<file path="src/rtl/sevenseg_pkg.sv">
// Shared constants and helpers for the multiplexed 7-segment scanner.
package sevenseg_pkg;

    localparam int BCD_W      = 4;
    localparam int BCD_MAX    = 9;
    localparam int MAX_DIGITS = 8;
    localparam int MAX_DW     = MAX_DIGITS * BCD_W;

    // One-hot decode of a digit index; callers truncate to their digit count.
    function automatic logic [MAX_DIGITS-1:0] onehot(input logic [2:0] idx);
        onehot      = '0;
        onehot[idx] = 1'b1;
    endfunction

    // Bit i is set when digit i (i > 0) and every digit above it, up to
    // 'digits', are zero. Digit 0 is never reported as a leading zero so a
    // value of all zeros still shows a single "0".
    function automatic logic [MAX_DIGITS-1:0] lz_mask(
        input logic [MAX_DW-1:0] disp,
        input int                digits
    );
        logic all_zero;
        lz_mask  = '0;
        all_zero = 1'b1;
        for (int i = MAX_DIGITS - 1; i >= 0; i--) begin
            if (i < digits) begin
                all_zero   = all_zero && (disp[i*BCD_W +: BCD_W] == '0);
                lz_mask[i] = all_zero && (i != 0);
            end
        end
    endfunction

endpackage

</file>
<file path="src/rtl/sevenseg_prescaler.sv">
// Slot prescaler: counts 0..DIV-1 and flags the last clock of each slot.
module sevenseg_prescaler #(
    parameter int DIV = 1000
) (
    input  logic                   clk,
    input  logic                   rst_n,
    output logic [$clog2(DIV)-1:0] cnt_o,
    output logic                   slot_end_o
);

    localparam int CW = $clog2(DIV);

    logic [CW-1:0] cnt_q;
    logic [CW-1:0] cnt_d;

    assign slot_end_o = (cnt_q == CW'(DIV - 1));
    assign cnt_o      = cnt_q;
    assign cnt_d      = slot_end_o ? '0 : cnt_q + CW'(1);

    // Free-running slot counter with synchronous reset.
    always_ff @(posedge clk) begin
        // NOTE: state registers use non-blocking assignment so every flop
        // samples pre-edge values regardless of block evaluation order.
        if (!rst_n) begin
            cnt_q <= '0;
        end else begin
            cnt_q <= cnt_d;
        end
    end

endmodule

</file>
<file path="src/rtl/sevenseg_scan.sv">
// Time-multiplexed BCD scanner for a common-bus 7-segment display.
// Loads land in a one-entry pending buffer and are committed to the
// displayed value only on the frame boundary, so a frame is never torn.
module sevenseg_scan
    import sevenseg_pkg::*;
#(
    parameter int DIGITS = 4,
    parameter int DIV    = 1000,
    parameter int GUARD  = 2
) (
    input  logic                    clk,
    input  logic                    rst_n,
    input  logic                    load_valid,
    output logic                    load_ready,
    input  logic [4*DIGITS-1:0]     load_data,
    input  logic                    blank_lz,
    output logic [3:0]              digit_code,
    output logic [DIGITS-1:0]       digit_en,
    output logic                    bcd_err
);

    localparam int DW = DIGITS * BCD_W;
    localparam int CW = $clog2(DIV);
    localparam int IW = (DIGITS > 1) ? $clog2(DIGITS) : 1;

    // Prescaler outputs
    logic [CW-1:0]       cnt;
    logic                slot_end;

    // Registered state
    logic [IW-1:0]       idx_q,       idx_d;
    logic [DW-1:0]       disp_q,      disp_d;
    logic [DW-1:0]       pend_q,      pend_d;
    logic                pend_full_q, pend_full_d;
    logic                bcd_err_q,   bcd_err_d;
    logic [BCD_W-1:0]    code_q,      code_d;
    logic [DIGITS-1:0]   en_q,        en_d;

    // Decode helpers
    logic                frame_end;
    logic                accept;
    logic                pend_bad;
    logic                slot_on;
    logic [DIGITS-1:0]   blank_vec;
    logic [BCD_W-1:0]    cur_nib;
    logic                cur_blank;

    sevenseg_prescaler #(
        .DIV        (DIV)
    ) u_prescaler (
        .clk        (clk),
        .rst_n      (rst_n),
        .cnt_o      (cnt),
        .slot_end_o (slot_end)
    );

    assign frame_end  = slot_end && (idx_q == IW'(DIGITS - 1));
    assign accept     = load_valid && !pend_full_q;
    assign slot_on    = (cnt >= CW'(GUARD));

    assign load_ready = !pend_full_q;
    assign digit_code = code_q;
    assign digit_en   = en_q;
    assign bcd_err    = bcd_err_q;

    // Blanking vector and the nibble/blank state of the digit in the current slot.
    always_comb begin
        // NOTE: every combinational output gets a default first, so no path
        // leaves it unassigned and no latch is inferred.
        pend_bad  = 1'b0;
        blank_vec = blank_lz ? DIGITS'(lz_mask(MAX_DW'(disp_q), DIGITS)) : '0;
        cur_nib   = '0;
        cur_blank = 1'b0;
        for (int i = 0; i < DIGITS; i++) begin
            if (pend_q[i*BCD_W +: BCD_W] > BCD_W'(BCD_MAX)) begin
                pend_bad = 1'b1;
            end
            if (disp_q[i*BCD_W +: BCD_W] > BCD_W'(BCD_MAX)) begin
                blank_vec[i] = 1'b1;
            end
        end
        for (int i = 0; i < DIGITS; i++) begin
            if (idx_q == IW'(i)) begin
                cur_nib   = disp_q[i*BCD_W +: BCD_W];
                cur_blank = blank_vec[i];
            end
        end
    end

    // Next-state: slot index, pending/commit path, sticky error, outputs.
    always_comb begin
        idx_d       = idx_q;
        disp_d      = disp_q;
        pend_d      = pend_q;
        pend_full_d = pend_full_q;
        bcd_err_d   = bcd_err_q;

        if (slot_end) begin
            idx_d = (idx_q == IW'(DIGITS - 1)) ? '0 : idx_q + IW'(1);
        end

        // Commit and capture are mutually exclusive: capture needs an empty
        // buffer, commit needs a full one. A load taken in the boundary
        // cycle therefore waits a full frame.
        if (frame_end && pend_full_q) begin
            disp_d      = pend_q;
            pend_full_d = 1'b0;
            bcd_err_d   = bcd_err_q | pend_bad;
        end
        if (accept) begin
            pend_d      = load_data;
            pend_full_d = 1'b1;
        end

        // Outputs lag cnt/idx by one clock since they are registered here.
        en_d   = (slot_on && !cur_blank) ? DIGITS'(onehot(3'(idx_q))) : '0;
        code_d = (en_d != '0) ? cur_nib : '0;
    end

    // State registers with synchronous active-low reset.
    always_ff @(posedge clk) begin
        if (!rst_n) begin
            idx_q       <= '0;
            disp_q      <= '0;
            // NOTE: pend_q is cleared too even though pend_full_q alone gates
            // its use; it costs nothing and keeps X out of pend_bad.
            pend_q      <= '0;
            pend_full_q <= 1'b0;
            bcd_err_q   <= 1'b0;
            code_q      <= '0;
            en_q        <= '0;
        end else begin
            idx_q       <= idx_d;
            disp_q      <= disp_d;
            pend_q      <= pend_d;
            pend_full_q <= pend_full_d;
            bcd_err_q   <= bcd_err_d;
            code_q      <= code_d;
            en_q        <= en_d;
        end
    end

endmodule

</file>
<file path="config.mk">
export PLATFORM = sky130hd
export DESIGN_NAME = sevenseg_scan
export DESIGN_NICKNAME = d
export VERILOG_FILES = /design/src/rtl/sevenseg_pkg.sv /design/src/rtl/sevenseg_prescaler.sv /design/src/rtl/sevenseg_scan.sv
export SDC_FILE = /design/constraint.sdc
export NUM_CORES = 1
export LEC_CHECK = 0
export CAP_MARGIN = 20
export CORE_MARGIN = 4
export CORE_UTILIZATION = 54
export DETAILED_ROUTE_END_ITERATION = 16
export GPL_ROUTABILITY_DRIVEN = 0
export PLACE_DENSITY = 0.78
export REMOVE_ABC_BUFFERS = 1
export SYNTH_ARGS = -nofsm -noshare
export SYNTH_HDL_FRONTEND = slang
export SYNTH_HIERARCHICAL = 1
export SYNTH_SLANG_ARGS = --single-unit
</file>
<file path="constraint.sdc">
create_clock -name clk -period 2.6 [get_ports clk]
set_input_delay 0.52 -clock clk [delete_from_list [all_inputs] [get_ports clk]]
set_output_delay 0.52 -clock clk [all_outputs]
set_load 0.01 [all_outputs]
</file>
==> results of run 1 <==
==> report_power, final <==
part	leakage [nW]	switching (mW)	internal [mW]	total, mW
Sequential	0.439	0.0219	0.852	0.874
Clock	0.0714	0.263	0.410	0.673
Combinational	0.488	0.0586	0.0592	0.118
==> worst min-delay path: stages (launching register included) <==
cell	delay [ps]
dfxtp_1	320
nand2_1	50
a21oi_1	50
==> flip-flops by register name, summed over array words and instances (netlist names) <==
name / count
disp_q: 16
pend_q: 16
u_prescaler/cnt_o: 10
digit_code: 4
digit_en: 4
idx_q: 2
bcd_err: 1
pend_full_q: 1
==> path summary, 6_finish.rpt <==
path,cells past startpoint,end,slack (ps)
setup / recovery,7,disp_q[15]$_SDFFE_PN0P_,460
hold / removal,2,disp_q[4]$_SDFFE_PN0P_,460
setup reg to reg,7,disp_q[15]$_SDFFE_PN0P_,460
hold reg to reg,2,disp_q[4]$_SDFFE_PN0P_,460
==> cells by family (layout without fill, tap and decap cells) <==
group                    count (synthesis)  count (layout)  share of synthesized area
buffers and inverters                   25              55                     0.0430
AO/OA/AOI/OAI                           69              69                      0.183
adder cells (fa/ha/maj)                  5               5                     0.0269
AND/OR/NAND/NOR                        127             127                      0.262
flip-flops                              54              54                      0.465
XOR/XNOR                                 3               3                     0.0113
multiplexers                             2               2                    0.00861
==> per-layer routing <==
layer | vias to the layer above | global-route usage | part of all wire
met5 | - | 0 | 0
met4 | 0 | 0.0624 | 0.012
met3 | 7 | 0.0479 | 0.053
met2 | 44 | 0.271 | 0.43
met1 | 917 | 0.277 | 0.51
li1 | 1039 | - | -
==> synth_stat cells (2+ instances only) <==
cell type / number
a2111oi_0: 3
a21oi_1: 42
a31oi_1: 3
and3_1: 2
buf_2: 5
clkbuf_1: 7
dfxtp_1: 54
ha_1: 5
inv_1: 11
mux2i_1: 2
nand2_1: 73
nand2b_1: 2
nand3_1: 4
nand3_2: 2
nand4_1: 2
nand4_2: 2
nor2_1: 17
nor3_1: 6
nor3b_1: 3
nor4_1: 5
o211a_1: 2
o211ai_1: 4
o21ai_0: 8
or3_1: 2
or4_1: 2
xor2_1: 2
==> area by class of cell <==
type                    count  area [um^2]  area share
inverters                  13         48.8      0.0174
well taps                  50         62.6      0.0223
clock inverters             2         60.1      0.0214
flip-flops and latches     54         1080       0.385
multi-input cells         206         1140       0.408
clock buffers               6         82.6      0.0294
repair buffers             34          328       0.117
==> metrics by stage <==
step / std cells / hold WS, ps
final: 365 / 462
after global routing: 365 / 484
after CTS: 365 / 463
after detailed placement: 357 / 449
after global placement: 357 / 440
after floorplan: 273 / 429
==> qor.log, run 1 <==
[critical_path] type of the worst setup path flop to flop
[critical_path] Critical Path Start Type flop
[clock_network] root cell of the clock tree clkbuf_8
[worst_hold_path] worst hold start pend_q[4]$_SDFFE_PN0P_
[power] overall power after layout 1.67 mW
[route] post-detailed-route DRC marker count 0
[route] ANT nets after route 0
[critical_path] endpoint arrival time on the critical path 2380 ps
[layout] synthesis-to-layout area growth 20.7%
[clock_network] number of hold-repair buffers added at the cts stage 0
[synthesis] register area share after synthesis 0.465
[critical_path] highest net fanout along the worst path 18
[critical_path] delay-heaviest family, CP simple AND/OR/NAND/NOR gates
[route] 1st-iter DRT viols 131
[layout] post-layout util 0.687
[clock_network] post-CTS setup repair buffer count 0
[die] DIE WIDTH 73.6 um
[timing] slew margin rel. 0.557
[critical_path] CP peak stage delay 520 ps
[synthesis] Yosys top cell area share 0.465
[layout] area of all placed cells without fillers 2810 um^2
[placed_design] dpl cell area 2670 um^2
[critical_path] required time at the worst-slack endpoint 2840 ps
[job] reported max-cap violation count 0
[clock_network] count of instances resized after the clock tree is built 0
[clock_network] H-tree depth 2
[route] detailed-route vias per instance 5.50
[synthesis] synth top area cells dfxtp_1 46%, nand2_1 12%, a21oi_1 9.0%
[clock_network] Clock Path Buffers 2
[grt] pin count of the biggest net entering global routing 36
[synthesis] EDFF count, synth 0
[synthesis] mean post-synth cell area 8.16 um^2
[clock_network] TritonCTS buffer count 5
[grt] Total Routing Usage GR 0.190
[critical_path] critical path cell sequence ha_1 > nand4bb_1 > nor3_1 > and3_1 > buf_4 > nand2_1 > a21oi_1
[synthesis] Yosys warnings 6
[grt] number of global-route vias before repair 1756
[timing] Setup Viol. Count Final 0
[placed_design] dpl ws 508 ps
[layout] final antenna diode count 0
[placed_design] Detail Placement HPWL 3.37 mm
[synthesis] share of async-settable or async-resettable flops after synthesis 0
[critical_path] slowest library cell on the worst path nor3_1
[placed_design] buffers added on ports 29
[worst_hold_path] hold crit path type flop to flop
[route] final wirelength 4.75 mm
[synthesis] Yosys top cell by area dfxtp_1
[critical_path] buffers plus inverters on the worst setup path 1
[clock_network] TritonCTS clock tree yes
[die] number of placement rows 23
[route] first drt pass iteration count 4
[layout] most common cell after layout, fill and taps aside nand2_1
[timing] unrepaired setup endpoints after global routing no
[clock_network] clock-pin slew of the registers on the worst-case setup and hold paths 100 ps
[timing] worst clock skew on the final layout 14.1 ps
[timing] Least-Margin Pin Slew 664 ps
[synthesis] combined area of all synthesized cells 2330 um^2
[die] Die Ht 73.6 um
[clock_network] clock sink total 54
[outcome] result of the run complete, no violations
[die] core region area 4090 um^2
[synthesis] Synth Flop Type dfxtp_1
[power] power density over the cells 593 nW/um^2
[timing] number of failing hold endpoints at the final stage 0
[layout] fin nets 339
[timing] portion of the clock cycle consumed by the worst path in the final layout 0.824
[die] full die area 5420 um^2
[layout] top library cells by usage in the layout, fill and taps aside 73 x nand2_1, 54 x dfxtp_1, 42 x a21oi_1
[timing] shortest period the worst path allows 2140 ps
[synthesis] number of register bits inferred by synthesis 54
[die] io pins 30
[timing] total negative setup slack 0 ps
[synthesis] Synth Instances 285
[timing] highest clock rate 467 MHz
[route] average detailed-routed wire length per instance 13.0 um
[route] via count of the routed design 2007
[timing] number of max-slew violations in the final report 0
[critical_path] worst reg2reg startpoint u_prescaler/cnt_o[1]$_SDFF_PP0_
[die] starting utilization of the core area 0.569
[synthesis] number of distinct library cells after synthesis 41
[grt] initial antenna violation count 0
[timing] final setup margin 459 ps
[critical_path] CP Launch Point u_prescaler/cnt_o[1]$_SDFF_PP0_
[power] Worst VDD drop 0.000588 V
[grt] Congestion Overflow GR 0
[clock_network] insertion delay of the later-clocked pin in the worst-skew pair 310 ps
[grt] global-route wire length before repair 8.05 mm
[critical_path] critical path capture point type flop
[layout] number of filler instances in the final layout 349
[power] leakage power figure 0.999 nW
[layout] proportion of layout cells with a drive suffix above 1 0.0698
Note: power is estimated with default switching activity, not from simulation.
==> run 2: changes to the inputs <==
--- a/config.mk
+++ b/config.mk
@@ -7,10 +7,10 @@
 export LEC_CHECK = 0
 export CAP_MARGIN = 20
 export CORE_MARGIN = 4
-export CORE_UTILIZATION = 54
+export CORE_UTILIZATION = 49
 export DETAILED_ROUTE_END_ITERATION = 16
 export GPL_ROUTABILITY_DRIVEN = 0
-export PLACE_DENSITY = 0.78
+export PLACE_DENSITY = 0.75
 export REMOVE_ABC_BUFFERS = 1
 export SYNTH_ARGS = -nofsm -noshare
 export SYNTH_HDL_FRONTEND = slang
==> constraint.sdc (replaced) <==
create_clock -name clk -period 1.9 [get_ports clk]
set_input_delay 0.38 -clock clk [delete_from_list [all_inputs] [get_ports clk]]
set_output_delay 0.38 -clock clk [all_outputs]
set_load 0.01 [all_outputs]
==> run 2 against run 1 <==
Die area is 9.1% higher. Routed wire length decreased by 1.8%. Power is 20% higher. Cell area barely moved. Critical path depth shrank 2. Maximum frequency increased by 22%. Core utilization fell by 5.9 points. Via count is 0.75% lower. Largest cell class unchanged.
==> qor.log, run 2 (synthesis gave the netlist of run 1 again) <==
[power] Gate power share 0.080 [+0.009]
[placed_design] number of placed instances with taps included 365 [+2.2%]
[critical_path] worst reg2reg startpoint idx_q[0]$_SDFFE_PN0P_
[layout] most common cell after layout, fill and taps aside nand2_1
[route] 1st-iter DRT viols 146 [+11%]
[layout] Non-Filler Instances 373 [+2.2%]
[route] detailed-route vias per instance 5.34 [-2.9%]
[worst_hold_path] hold crit path type flop to flop
[grt] pin count of the biggest net entering global routing 36 [unchanged]
[clock_network] clock-pin slew of the registers on the worst-case setup and hold paths 90 ps [about the same]
[grt] initial antenna violation count 0 [unchanged]
[timing] highest clock rate 568 MHz [+22%]
[power] proportion of power drawn by the clock network 0.321 [-0.083]
[power] Worst VDD drop 0.000434 V [-26%]
[critical_path] critical path capture point type flop
[timing] slew margin rel. 0.658 [+0.101]
[route] post-detailed-route DRC marker count 0 [unchanged]
[critical_path] critical path cell sequence ha_1 > nor3b_1 > nand4_2 > a221oi_4 > nor3_1
[critical_path] slowest library cell on the worst path dfxtp_1
[job] reported max-cap violation count 0 [unchanged]
[layout] top library cells by usage in the layout, fill and taps aside 73 x nand2_1, 54 x dfxtp_1, 42 x a21oi_1
[timing] final setup margin 141 ps [-318 ps]
[critical_path] buffers plus inverters on the worst setup path 0 [-1]
[route] via count of the routed design 1992 [-0.75%]
[route] ANT nets after route 0 [unchanged]
[power] leakage power figure 1.01 nW [+0.70%]
[power] power density over the cells 711 nW/um^2 [+20%]
[die] starting utilization of the core area 0.520 [-0.0493]
[clock_network] number of hold-repair buffers added at the cts stage 0 [unchanged]
[power] total internal power 1.54 mW [+17%]
[layout] proportion of layout cells with a drive suffix above 1 0.0872 [+0.0174]
[die] number of placement rows 24 [+4.3%]
[clock_network] clock sink total 54 [unchanged]
[timing] shortest period the worst path allows 1760 ps [-382 ps]
[timing] worst hold slack 459 ps [-2.67 ps]
[layout] synthesis-to-layout area growth 20.8% [about the same]
[timing] number of failing hold endpoints at the final stage 0 [unchanged]
[timing] Least-Margin Pin Slew 512 ps [-152 ps]
[critical_path] type of the worst setup path flop to flop
[timing] worst clock skew on the final layout 7.10 ps [-7.02 ps]
[placed_design] dpl cell area 2710 um^2 [+1.8%]
[grt] Total Routing Usage GR 0.161 [-0.0289]
[clock_network] Clock Path Buffers 2 [unchanged]
[timing] number of max-slew violations in the final report 0 [unchanged]
[placed_design] buffers added on ports 29 [unchanged]
[layout] area of all placed cells without fillers 2810 um^2 [about the same]
[power] sequential power share 0.599 [+0.074]
[die] DIE WIDTH 76.9 um [+4.4%]
[worst_hold_path] worst hold start pend_q[12]$_SDFFE_PN0P_
[power] net switching share of the total power 0.228 [+0.0217]
[route] average detailed-routed wire length per instance 12.5 um [-3.9%]
[clock_network] root cell of the clock tree clkbuf_8
[critical_path] CP peak stage delay 420 ps [-100 ps]
[grt] number of global-route vias before repair 1700 [-3.2%]
[critical_path] required time at the worst-slack endpoint 2080 ps [-760 ps]
[critical_path] Critical Path Start Type flop
[critical_path] highest net fanout along the worst path 6 [-12]
[die] full die area 5910 um^2 [+9.1%]
[critical_path] CP Launch Point idx_q[0]$_SDFFE_PN0P_
[clock_network] H-tree depth 2 [unchanged]
[route] first drt pass iteration count 5 [+1]
[die] io pins 30 [unchanged]
[clock_network] insertion delay of the later-clocked pin in the worst-skew pair 300 ps [about the same]
[power] overall power after layout 2.00 mW [+20%]
[grt] Congestion Overflow GR 0 [unchanged]
[die] Die Ht 76.9 um [+4.4%]
[die] core region area 4470 um^2 [+9.5%]
[timing] Setup Viol. Count Final 0 [unchanged]
[outcome] result of the run complete, no violations
[timing] unrepaired setup endpoints after global routing no
[layout] final antenna diode count 0 [unchanged]
[critical_path] endpoint arrival time on the critical path 1940 ps [-440 ps]
[clock_network] TritonCTS clock tree yes
[power] switching power of the nets 0.455 mW [+33%]
[critical_path] delay-heaviest family, CP simple AND/OR/NAND/NOR gates
[layout] fin nets 345 [+1.8%]
[route] final wirelength 4.67 mm [-1.8%]
[placed_design] Detail Placement HPWL 3.40 mm [+1.0%]
[clock_network] TritonCTS buffer count 5 [unchanged]
[grt] global-route wire length before repair 7.87 mm [-2.2%]
[timing] portion of the clock cycle consumed by the worst path in the final layout 0.926 [+0.102]
[placed_design] dpl ws -1.62 ps [-510 ps]
[run 2: cell types whose count changed in the layout (fill, tap and decap cells not counted), sizes merged]
cell and change:
bufinv -2, clkinv +1, clkbuf +1, buf +6
[run 2: stage by stage]
stage,util,TNS (ps)
3_3_place_gp,0.606,0
3_5_place_dp,0.606,-1.62
5_1_grt,0.628,0
6_report,0.628,0
2_1_floorplan,-,-698
4_1_cts,0.627,0
[run 2: area by class of cell]
cell class	instances	area [um^2]
clock buffers	7	86.3
clock inverters	1	5.00
fillers	394	1670
inverters	13	48.8
multi-input cells	206	1150
flip-flops and latches	54	1080
well taps	52	65.1
repair buffers	40	373
[run 2: power groups by stage]
stage	clock network [mW]	logic, mW	registers [mW]
finish	0.641	0.159	1.20
global route	0.709	0.176	1.20
CTS	0.665	0.160	1.20
detailed placement	0	0.159	1.22
global placement	0	0.156	1.22
floorplan	0	0.0824	1.22
[run 2: what timing repair did]
action	in CTS	in global routing
setup endpoints to repair	0	11
setup buffers	0	0
gates resized for setup	0	1
[run 2: worst reg2reg max path, delay by kind of cell (launching register included)]
kind            cells  cell delay (ps)
flops               1              420
simple gates        3              580
fa+ha+maj           1              280
compound gates      1              370
[run 2: worst paths after layout]
path	endpoint	slack, ps	depth (start not counted)
worst max-delay path	digit_code[3]$_SDFF_PN0_	140	5
worst max register to register	digit_code[3]$_SDFF_PN0_	140	5
worst min-delay path	disp_q[12]$_SDFFE_PN0P_	460	2
worst min register to register	disp_q[12]$_SDFFE_PN0P_	460	2
[run 2: routing by layer]
metal,wire length [um],vias up,part of all wire,global-route usage
li1,-,1054,-,-
met1,2350,887,0.50,0.227
met2,2030,45,0.43,0.236
met3,209,6,0.045,0.0363
met4,82,0,0.018,0.0634
met5,0,-,0,0
==> run 3: changes to the inputs <==
--- a/config.mk
+++ b/config.mk
@@ -7,10 +7,11 @@
 export LEC_CHECK = 0
 export CAP_MARGIN = 20
 export CORE_MARGIN = 4
-export CORE_UTILIZATION = 49
+export CORE_UTILIZATION = 54
 export DETAILED_ROUTE_END_ITERATION = 16
 export GPL_ROUTABILITY_DRIVEN = 0
-export PLACE_DENSITY = 0.75
+export HOLD_SLACK_MARGIN = 0.03
+export PLACE_DENSITY = 0.78
 export REMOVE_ABC_BUFFERS = 1
 export SYNTH_ARGS = -nofsm -noshare
 export SYNTH_HDL_FRONTEND = slang
==> constraint.sdc (replaced) <==
create_clock -name clk -period 1.7 [get_ports clk]
set_input_delay 0.34 -clock clk [delete_from_list [all_inputs] [get_ports clk]]
set_output_delay 0.34 -clock clk [all_outputs]
set_load 0.01 [all_outputs]
==> run 3 against run 2 <==
Register-to-register slack lost 140 ps. Sequential share of layout area is 2.0 points lower. Combinational power up 35%. Largest power group unchanged.
==> qor.log, run 3 (synthesis gave the netlist of run 1 again) <==
[outcome] result of the run complete, no violations
[route] average detailed-routed wire length per instance 15.0 um [+20%]
[placed_design] Detail Placement HPWL 3.79 mm [+12%]
[route] via count of the routed design 2118 [+6.3%]
[grt] busiest layer in global routing met2
[route] first drt pass iteration count 5 [unchanged]
[placed_design] buffers added on ports 29 [unchanged]
[placed_design] dpl ws -218 ps [-217 ps]
[grt] global-route met1 utilization 0.293 [+0.0664]
[critical_path] worst-case register-to-register setup slack 5 ps [-140 ps]
[layout] synthesis-to-layout area growth 28.5%
[clock_network] number of hold-repair buffers added at the cts stage 0 [unchanged]
[clock_network] TritonCTS buffer count 5 [unchanged]
[layout] area of the multi-input gates 1230 um^2 [+7.1%]
[worst_hold_path] worst hold start u_prescaler/cnt_o[0]$_SDFF_PP0_
[critical_path] endpoint of the lowest-slack register-to-register path digit_code[2]$_SDFF_PN0_
[timing] total negative setup slack 0 ps [unchanged]
[clock_network] clock-pin slew of the registers on the worst-case setup and hold paths 100 ps [about the same]
[clock_network] TritonCTS clock tree yes
[timing] slew margin rel. 0.576 [-0.0821]
[timing] final setup margin 5.33 ps [-136 ps]
[die] number of placement rows 23 [-4.2%]
[layout] register cell area after layout 1090 um^2 [+0.81%]
[grt] pin count of the biggest net entering global routing 36 [unchanged]
[critical_path] type of the worst setup path flop to flop
[timing] number of max-slew violations in the final report 0 [unchanged]
[die] DIE WIDTH 73.6 um [-4.2%]
[power] Worst VDD drop 0.000569 V [+31%]
[timing] portion of the clock cycle consumed by the worst path in the final layout 0.997 [+0.0710]
[layout] final antenna diode count 0 [unchanged]
[grt] initial antenna violation count 0 [unchanged]
[layout] top library cells by usage in the layout, fill and taps aside 72 x nand2_1, 51 x dfxtp_1, 42 x a21oi_1
[route] detailed-route vias per instance 5.57 [+4.4%]
[die] full die area 5420 um^2 [-8.3%]
[critical_path] required time at the worst-slack endpoint 1860 ps [-220 ps]
[timing] Setup Viol. Count Final 0 [unchanged]
[timing] Least-Margin Pin Slew 620 ps [+108 ps]
[route] final wirelength 5.71 mm [+22%]
[timing] worst clock skew on the final layout 7.89 ps [+0.783 ps]
[grt] Total Routing Usage GR 0.210 [+0.0491]
[layout] most common cell after layout, fill and taps aside nand2_1
[worst_hold_path] endpoint of the worst hold path u_prescaler/cnt_o[0]$_SDFF_PP0_
[critical_path] endpoint arrival time on the critical path 1860 ps [-80 ps]
[grt] global-route wire length before repair 8.74 mm [+11%]
[clock_network] clock sink total 54 [unchanged]
[critical_path] critical path capture point type flop
[layout] fin nets 355 [+2.9%]
[timing] shortest period the worst path allows 1690 ps [-64.4 ps]
[layout] post-layout util 0.731 [+0.103]
[job] reported max-cap violation count 0 [unchanged]
[die] Die Ht 73.6 um [-4.2%]
[grt] number of global-route vias before repair 1869 [+9.9%]
[power] power density over the cells 751 nW/um^2 [+5.6%]
[clock_network] Clock Path Buffers 2 [unchanged]
[critical_path] highest net fanout along the worst path 6 [unchanged]
[timing] number of failing hold endpoints at the final stage 0 [unchanged]
[critical_path] Critical Path Start Type flop
[worst_hold_path] Worst Hold Path Cells 1 [-1]
[grt] met2 usage 0.311 [+0.0750]
[layout] number of filler instances in the final layout 340 [-14%]
[grt] Congestion Overflow GR 0 [unchanged]
[die] starting utilization of the core area 0.569 [+0.0493]
[die] io pins 30 [unchanged]
[power] leakage power figure 1.07 nW [+6.6%]
[clock_network] root cell of the clock tree clkbuf_8
[critical_path] CP Launch Point idx_q[0]$_SDFFE_PN0P_
[route] ANT nets after route 0 [unchanged]
[critical_path] length in cells of the worst reg-to-reg path 6 [+1]
[grt] met3 layer usage reported by global route 0.0438 [+0.00748]
[layout] area of all placed cells without fillers 2990 um^2 [+6.4%]
[clock_network] insertion delay of the later-clocked pin in the worst-skew pair 310 ps [about the same]
[die] core region area 4090 um^2 [-8.7%]
[route] 1st-iter DRT viols 119 [-18%]
[clock_network] H-tree depth 2 [unchanged]
[worst_hold_path] hold crit path type flop to flop
[layout] proportion of layout cells with a drive suffix above 1 0.167 [+0.0794]
[placed_design] dpl cell area 2790 um^2 [+2.9%]
[critical_path] worst reg2reg startpoint idx_q[0]$_SDFFE_PN0P_
[timing] highest clock rate 590 MHz [+3.8%]
[route] post-detailed-route DRC marker count 0 [unchanged]
[timing] worst hold slack 433 ps [-26.2 ps]
-- run 3: changes by cell type in the layout (fill, tap and decap cells not counted), moves of 2 or more --
cell,change
buf_4,+8
clkinvlp_4,+2
dfxtp_1,-3
dfxtp_4,+2
ha_1,-3
ha_4,+2
inv_1,-2
inv_4,+2
nor3b_1,-3
nor3b_2,+2
nor4_1,-2
nor4_2,+2
-- run 3: cell type report --
type                    instances  area share
repair buffers                 50       0.156
inverters                      13      0.0180
multi-input cells             206       0.412
flip-flops and latches         54       0.365
clock buffers                   5      0.0230
clock inverters                 2     0.00503
well taps                      50      0.0209
-- run 3: where the power goes --
group / leakage (nW) / switching (mW) / internal [mW]
clock: 0.0362 / 0.419 / 0.282
sequential: 0.441 / 0.0265 / 1.30
combinational: 0.595 / 0.107 / 0.108
-- run 3: routing by layer --
metal	wire length, um	vias up
met3	282	15
met2	2640	57
li1	-	1073
met1	2640	973
met5	0	-
met4	150	0
-- run 3: worst max-delay path by stage --
stage                                           to  slack (ps)  cells past startpoint
after floorplan             disp_q[0]$_SDFFE_PN0P_        -240                      6
after global placement    digit_code[2]$_SDFF_PN0_        -130                      5
after detailed placement  digit_code[1]$_SDFF_PN0_        -220                      5
after CTS                 digit_code[1]$_SDFF_PN0_           6                      7
after global routing      digit_code[2]$_SDFF_PN0_         -30                      7
final                     digit_code[2]$_SDFF_PN0_           5                      6
-- run 3: worst max-delay path, cell delays in order (launching register included) --
cell,delay (ps)
dfxtp_4,390
inv_4,70
ha_4,130
nand2_1,70
o311a_1,340
a221oi_4,440
nor4_1,110
-- run 3: what timing repair did --
| action | in CTS | in global routing |
|---|---|---|
| setup buffers | 0 | 1 |
| gates resized for setup | 1 | 27 |
| hold endpoints to repair | 0 | 0 |
| endpoints found under the setup margin | 6 | 24 |
| pin swaps | 0 | 7 |
-- run 3: per-stage QoR --
| step | power, mW | std cells |
|---|---|---|
| final | 2.24 | 380 |
| after global routing | 2.33 | 380 |
| after CTS | 2.25 | 379 |
| after detailed placement | 1.56 | 372 |
| after global placement | 1.56 | 372 |
| after floorplan | 1.45 | 273 |
